**src/rtl/csr_trap.sv**
```systemverilog
// Machine-mode trap CSR file: holds mstatus/mie/mtvec/mscratch/mepc/mcause/
// mtval/mip plus the mcycle/minstret counters, captures trap state from the
// jump unit, services Zicsr accesses from execute, and feeds mtvec/mepc and
// the gated external interrupt request back to the jump unit.
module csr_trap #(
    parameter logic [31:0] MTVEC_RESET = 32'h00000000,
    parameter logic [31:0] HART_ID     = 32'h00000000
) (
    input  logic        clk,
    input  logic        rst_n,
    input  logic        ext_irq,
    input  logic        trap_taken,
    input  logic        trap_return,
    input  logic [4:0]  trap_src,
    input  logic [31:0] trap_pc,
    input  logic [31:0] trap_tval,
    input  logic        instret,
    input  logic [1:0]  csr_op,
    input  logic [11:0] csr_addr,
    input  logic [31:0] csr_wdata,
    output logic [31:0] csr_rdata,
    output logic        csr_illegal,
    output logic [31:0] mtvec_rdata,
    output logic [31:0] mepc_rdata,
    output logic        external_int
);

    localparam logic [11:0] A_MSTATUS   = 12'h300;
    localparam logic [11:0] A_MIE       = 12'h304;
    localparam logic [11:0] A_MTVEC     = 12'h305;
    localparam logic [11:0] A_MSCRATCH  = 12'h340;
    localparam logic [11:0] A_MEPC      = 12'h341;
    localparam logic [11:0] A_MCAUSE    = 12'h342;
    localparam logic [11:0] A_MTVAL     = 12'h343;
    localparam logic [11:0] A_MIP       = 12'h344;
    localparam logic [11:0] A_MCYCLE    = 12'hB00;
    localparam logic [11:0] A_MCYCLEH   = 12'hB80;
    localparam logic [11:0] A_MINSTRET  = 12'hB02;
    localparam logic [11:0] A_MINSTRETH = 12'hB82;
    localparam logic [11:0] A_MHARTID   = 12'hF14;

    localparam logic [1:0] OP_NONE  = 2'b00;
    localparam logic [1:0] OP_WRITE = 2'b01;
    localparam logic [1:0] OP_SET   = 2'b10;

    localparam logic [4:0] SRC_NONE = 5'b11111;

    // Architectural state
    logic        mstatus_mie_q,  mstatus_mie_d;
    logic        mstatus_mpie_q, mstatus_mpie_d;
    logic        meie_q,         meie_d;
    logic        irq_sync1_q;
    logic        irq_sync2_q;
    logic [31:0] mtvec_q,        mtvec_d;
    logic [31:0] mscratch_q,     mscratch_d;
    logic [31:0] mepc_q,         mepc_d;
    logic [31:0] mcause_q,       mcause_d;
    logic [31:0] mtval_q,        mtval_d;
    logic [63:0] mcycle_q,       mcycle_d;
    logic [63:0] minstret_q,     minstret_d;

    // Access decode
    logic        entry;
    logic        ret;
    logic [31:0] old_val;
    logic [31:0] wval;
    logic        mapped;
    logic        read_only;
    logic        eff_write;
    logic        illegal;
    logic        do_write;
    logic [31:0] mstatus_rd;

    // Applies the Zicsr operation to the current CSR value.
    function automatic logic [31:0] csr_wval(input logic [1:0]  op,
                                             input logic [31:0] old,
                                             input logic [31:0] wd);
        logic [31:0] res;
        case (op)
            OP_WRITE: res = wd;
            OP_SET:   res = old | wd;
            default:  res = old & ~wd;
        endcase
        return res;
    endfunction

    assign entry = trap_taken && (trap_src != SRC_NONE);
    assign ret   = trap_return && !entry;

    // MPP is hardwired to machine mode; only MIE/MPIE are storage.
    assign mstatus_rd = {19'b0, 2'b11, 3'b0, mstatus_mpie_q, 3'b0, mstatus_mie_q, 3'b0};

    // Read mux: selects the pre-update value and classifies the address.
    always_comb begin
        old_val   = '0;
        mapped    = 1'b1;
        read_only = 1'b0;
        case (csr_addr)
            A_MSTATUS:   old_val = mstatus_rd;
            A_MIE:       old_val = {20'b0, meie_q, 11'b0};
            A_MTVEC:     old_val = mtvec_q;
            A_MSCRATCH:  old_val = mscratch_q;
            A_MEPC:      old_val = mepc_q;
            A_MCAUSE:    old_val = mcause_q;
            A_MTVAL:     old_val = mtval_q;
            A_MIP: begin
                old_val   = {20'b0, irq_sync2_q, 11'b0};
                read_only = 1'b1;
            end
            A_MCYCLE:    old_val = mcycle_q[31:0];
            A_MCYCLEH:   old_val = mcycle_q[63:32];
            A_MINSTRET:  old_val = minstret_q[31:0];
            A_MINSTRETH: old_val = minstret_q[63:32];
            A_MHARTID: begin
                old_val   = HART_ID;
                read_only = 1'b1;
            end
            default:     mapped = 1'b0;
        endcase
    end

    // Set/clear with a zero operand is a pure read and never counts as a write.
    always_comb begin
        eff_write   = (csr_op == OP_WRITE) || ((csr_op != OP_NONE) && (csr_wdata != 32'h0));
        illegal     = (csr_op != OP_NONE) && (!mapped || (eff_write && read_only));
        do_write    = eff_write && !illegal && !entry && !ret;
        wval        = csr_wval(csr_op, old_val, csr_wdata);
        csr_rdata   = ((csr_op != OP_NONE) && mapped) ? old_val : 32'h0;
        csr_illegal = illegal;
    end

    // Next-state: trap entry beats return, which beats any CSR write.
    always_comb begin
        mstatus_mie_d  = mstatus_mie_q;
        mstatus_mpie_d = mstatus_mpie_q;
        meie_d         = meie_q;
        mtvec_d        = mtvec_q;
        mscratch_d     = mscratch_q;
        mepc_d         = mepc_q;
        mcause_d       = mcause_q;
        mtval_d        = mtval_q;
        mcycle_d       = mcycle_q + 64'd1;
        minstret_d     = minstret_q + {63'b0, instret};

        if (entry) begin
            mepc_d         = trap_pc & 32'hFFFF_FFFC;
            mcause_d       = {trap_src[4], 27'b0, trap_src[3:0]};
            mtval_d        = trap_src[4] ? 32'h0 : trap_tval;
            mstatus_mpie_d = mstatus_mie_q;
            mstatus_mie_d  = 1'b0;
        end else if (ret) begin
            mstatus_mie_d  = mstatus_mpie_q;
            mstatus_mpie_d = 1'b1;
        end else if (do_write) begin
            case (csr_addr)
                A_MSTATUS: begin
                    mstatus_mie_d  = wval[3];
                    mstatus_mpie_d = wval[7];
                end
                A_MIE:       meie_d     = wval[11];
                A_MTVEC:     mtvec_d    = wval & 32'hFFFF_FFFC;
                A_MSCRATCH:  mscratch_d = wval;
                A_MEPC:      mepc_d     = wval & 32'hFFFF_FFFC;
                A_MCAUSE:    mcause_d   = wval;
                A_MTVAL:     mtval_d    = wval;
                A_MCYCLE:    mcycle_d   = {mcycle_q[63:32], wval};
                A_MCYCLEH:   mcycle_d   = {wval, mcycle_q[31:0]};
                A_MINSTRET:  minstret_d = {minstret_q[63:32], wval};
                A_MINSTRETH: minstret_d = {wval, minstret_q[31:0]};
                default: ;
            endcase
        end
    end

    // State registers with asynchronous reset.
    always_ff @(posedge clk or negedge rst_n) begin
        if (!rst_n) begin
            mstatus_mie_q  <= 1'b0;
            mstatus_mpie_q <= 1'b0;
            meie_q         <= 1'b0;
            irq_sync1_q    <= 1'b0;
            irq_sync2_q    <= 1'b0;
            mtvec_q        <= {MTVEC_RESET[31:2], 2'b00};
            mscratch_q     <= 32'h0;
            mepc_q         <= 32'h0;
            mcause_q       <= 32'h0;
            mtval_q        <= 32'h0;
            mcycle_q       <= 64'h0;
            minstret_q     <= 64'h0;
        end else begin
            mstatus_mie_q  <= mstatus_mie_d;
            mstatus_mpie_q <= mstatus_mpie_d;
            meie_q         <= meie_d;
            irq_sync1_q    <= ext_irq;
            irq_sync2_q    <= irq_sync1_q;
            mtvec_q        <= mtvec_d;
            mscratch_q     <= mscratch_d;
            mepc_q         <= mepc_d;
            mcause_q       <= mcause_d;
            mtval_q        <= mtval_d;
            mcycle_q       <= mcycle_d;
            minstret_q     <= minstret_d;
        end
    end

    // Outputs to the jump unit are taken straight from flops.
    assign mtvec_rdata  = mtvec_q;
    assign mepc_rdata   = mepc_q;
    assign external_int = irq_sync2_q & meie_q & mstatus_mie_q;

endmodule
```
**config.mk**
```make
export PLATFORM = sky130hd
export DESIGN_NAME = csr_trap
export DESIGN_NICKNAME = d
export VERILOG_FILES = /design/src/rtl/csr_trap.sv
export SDC_FILE = /design/constraint.sdc
export NUM_CORES = 1
export LEC_CHECK = 0
export BUFFER_PORTS_ARGS = -buffer_cell sky130_fd_sc_hd__buf_2
export CORE_MARGIN = 2
export CORE_UTILIZATION = 35
export CTS_BUF_LIST = sky130_fd_sc_hd__clkbuf_2
export CTS_CLUSTER_SIZE = 28
export DETAILED_ROUTE_END_ITERATION = 10
export GPL_TIMING_DRIVEN = 0
export MAX_ROUTING_LAYER = met4
export SLEW_MARGIN = 20
export SYNTH_ARGS = -nofsm -noshare
export SYNTH_HDL_FRONTEND = slang
export SYNTH_SLANG_ARGS = --single-unit
```
**constraint.sdc**
```tcl
create_clock -name clk -period 3.6 [get_ports clk]
set_clock_uncertainty 0.1 [all_clocks]
set_input_delay 0.72 -clock clk [delete_from_list [all_inputs] [get_ports clk]]
set_output_delay 0.72 -clock clk [all_outputs]
set_load 0.02 [all_outputs]
```
==> flow_summary_export.csv <==
group,metric,value,unit
placement,dp.cells,3030,
logic_synthesis,syn_area,18000,um^2
layout,instances_no_fill,3375,
drt,detail-route-antenna-nets,0,
critical_path,required,2780,ps
timing,worstMarginPinSlew,1260,ps
power_and_ir_drop,combPwrFrac,18.9,%
logic_synthesis,synth_top_area_share,40.1,%
clock_network,cts_tree,"done",
critical_path,r2r_cells,7,
global_route,grt_pass1_wl,168,mm
placement,hpwl,90.9,mm
global_route,antenna_found_initial,9,
run_status,status,"finished, violations left",
hold_path,min_path_cells,5,
drt,drc,0,
drt,dr.first_iter.drc_count,3313,
timing,finalHoldViolations,0,
logic_synthesis,ys_seq_elements,289,
hold_path,min_path_type,"in -> reg",
power_and_ir_drop,p_leak,0.0103,uW
drt,wl_per_cell,36.3,um
power_and_ir_drop,switching_share,38.0,%
floorplan,die_w,231,um
floorplan,rows,83,
critical_path,criticalPathCategory,"reg -> out",
critical_path,regToRegSetupSlack,60,ps
placement,gp_congestion,1.03,
placement,port_buffers,210,
run,drv_cap,0,
power_and_ir_drop,ir_drop,0.234,mV
drt,first_pass_iters,10,
timing,min_period,3790,ps
timing,finalCritPeriodShare,105,%
logic_synthesis,syn_area_per_cell,8.48,um^2
global_route,grt_pass1_vias,21511,
placement,pre_cts_slack,-1790,ps
layout,finalNetCount,2750,
power_and_ir_drop,intPower,4920,uW
logic_synthesis,synth_edf_count,0,
power_and_ir_drop,clkPwrFrac,34.6,%
layout,drive_above_1_share,29.2,%
timing,fin_ws,-186,ps
timing,max_freq,0.264,GHz
timing,slew-limit-headroom,15.8,%
clock_network,h-tree-depth,3,
logic_synthesis,synthDistinctLibCells,95,
logic_synthesis,synthCells,2127,
timing,setup_viol,26,
logic_synthesis,yosysWarnings,0,
layout,syn_to_final_growth,36.2,%
logic_synthesis,synth_ff_type,"dfrtp_1",
layout,n_fill_cell,5065,
layout,fin_area,24600,um^2
floorplan,io_pins,219,
clock_network,clockBufferDepth,3,
clock_network,path_clk_slew,100,ps
power_and_ir_drop,pwr-share-seq,46.5,%
critical_path,endpoint_kind,"output pin",
clock_network,cts-root-buf,"clkbuf_2",
logic_synthesis,yosysMostFrequentCell,"dfrtp_1",
timing,rsz0062_at_grt,"yes",
critical_path,crit_fanout,2,
clock_network,clkLatencyLatePin,1180,ps
drt,totalWireLength,122,mm
drt,vias_per_cell,6.74,
logic_synthesis,synthTopCellsByArea,"dfrtp_1 40%, o21ai_0 5.9%, a21oi_1 4.3%",
global_route,grt_usage,46.4,%
logic_synthesis,yosys-top-cells-count,"289 x dfrtp_1, 213 x o21ai_0, 196 x nand2_1",
run_status,violations,"negative setup slack",
layout,regArea,7250,um^2
layout,postLayoutCoreUtil,48.1,%
floorplan,dieArea,53400,um^2
timing,slew_viol_final,0,
clock_network,cts_made_buffers,88,
floorplan,die_h,231,um
clock_network,cts_sinks,289,
global_route,grt_remaining_overflow,0,
placement,placed_area,20300,um^2
drt,vias,22734,
power_and_ir_drop,p_sw,3010,uW
critical_path,cp-start-kind,"flip-flop",
critical_path,arrival,2970,ps
layout,multiInputGateArea,11100,um^2
logic_synthesis,yosysTopAreaCell,"dfrtp_1",
power_and_ir_drop,pwr_density_cell,323,nW/um^2
logic_synthesis,async_reset_ff_share,100,%
floorplan,core-area,51100,um^2
logic_synthesis,yosysSeqAreaShare,40.1,%
floorplan,initial_core_util,35.3,%
global_route,grt_max_degree,83,
[registers in the layout, summed over array words and instances, names as in the netlist]
signal	count
mepc_rdata	30
mcause_q	32
mtvec_rdata	30
mstatus_mie_q	1
mcycle_q	64
mstatus_mpie_q	1
minstret_q	64
mscratch_q	32
irq_sync2_q	1
meie_q	1
irq_sync1_q	1
mtval_q	32
[path summary, 6_finish.rpt]
path	start	end
max	mcycle_q[22]	csr_rdata[22]
min	csr_wdata[2]	mepc_rdata[2]
max reg2reg	mcycle_q[33]	mcycle_q[63]
min reg2reg	irq_sync1_q	irq_sync2_q
max in group asynchronous	rst_n	minstret_q[27]
min in group asynchronous	rst_n	mtvec_rdata[9]
[power by group through the flow]
stage                     Clock [uW]  Combinational (uW)  Sequential (uW)
after global placement             0                1190             3710
after global routing            2910                1550             3690
after CTS                       2750                1420             3660
after floorplan                    0                 555             3610
final                           2740                1500             3690
after detailed placement           0                1240             3710
[worst max-delay path, cell delays in order, from the launching register on]
cell	delay [ps]
dfrtp_2	440
a222oi_1	720
and3_4	370
a31oi_4	110
buf_6	200
[layout make-up]
type / count / share of cell area, %
well taps: 680 / 3.46
multi-input cells: 1622 / 45.4
inverters: 42 / 0.657
flip-flops and latches: 289 / 29.5
plain buffers: 163 / 3.97
diodes: 11 / 0.112
repair buffers: 417 / 13.8
clock inverters: 28 / 0.627
clock buffers: 123 / 2.51
[per-layer routing]
metal	share of wire [%]	wire length, um	global-route usage (%)	vias up
met1	37	45500	55.6	11221
met4	8.2	10100	31.1	0
li1	-	-	-	9165
met2	44	53400	69.0	1818
met5	0	0	-	-
met3	11	13400	11.5	530
[cell usage in the layout (no fill, tap or decap), drive strengths merged, types with 11 or more instances in the layout]
master,netlist,final
or3,21,21
and4,13,13
dfrtp,289,289
a221o,14,14
a31oi,25,25
mux2,29,29
clkbuf,106,219
a21oi,156,156
dlygate4sd3,0,84
and3,46,46
inv,42,42
nor4,41,41
xnor2,13,13
nand4,55,55
a22o,19,19
buf,71,399
nand2,197,197
clkinv,0,25
o21ai,238,238
o22ai,20,20
nor2,135,135
o211ai,33,33
nand3,131,131
nor3,68,68
a221oi,13,13
a211oi,13,13
a22oi,68,68
a211o,14,14
diode,0,11
a222oi,13,13
a21o,12,12
nor2b,13,13
mux2i,25,25
[logic make-up (layout without fill, tap and decap cells)]
group / Yosys count / after routing / synth area share (%)
other cells: 1 / 15 / 0.0208
xor+xnor: 19 / 19 / 0.922
compound gates: 734 / 734 / 26.4
flops: 289 / 289 / 40.1
fa+ha+maj: 6 / 6 / 0.416
mux: 58 / 58 / 3.70
simple gates: 801 / 801 / 23.4
buf+inv: 219 / 773 / 5.07
[per-stage QoR]
| step | power [uW] | TNS [ps] | hold WS (ps) |
|---|---|---|---|
| 5_1_grt | 8160 | -2860 | 63.3 |
| 3_5_place_dp | 4950 | -374140 | 239 |
| 6_report | 7930 | -1800 | 93.2 |
| 3_3_place_gp | 4900 | -1672120 | 233 |
| 2_1_floorplan | 4170 | -1090 | 231 |
| 4_1_cts | 7830 | -1400 | 10.5 |
[timing repair]
item                       in CTS  in global routing
hold endpoints to repair      285                  0
hold buffers                   85                  0
resized for setup             382                 63
setup endpoints to repair     158                 75
gates cloned                    5                  1
pin swaps                      63                 38
setup buffers                  85                 24
Power figures use the tool's default switching activity.
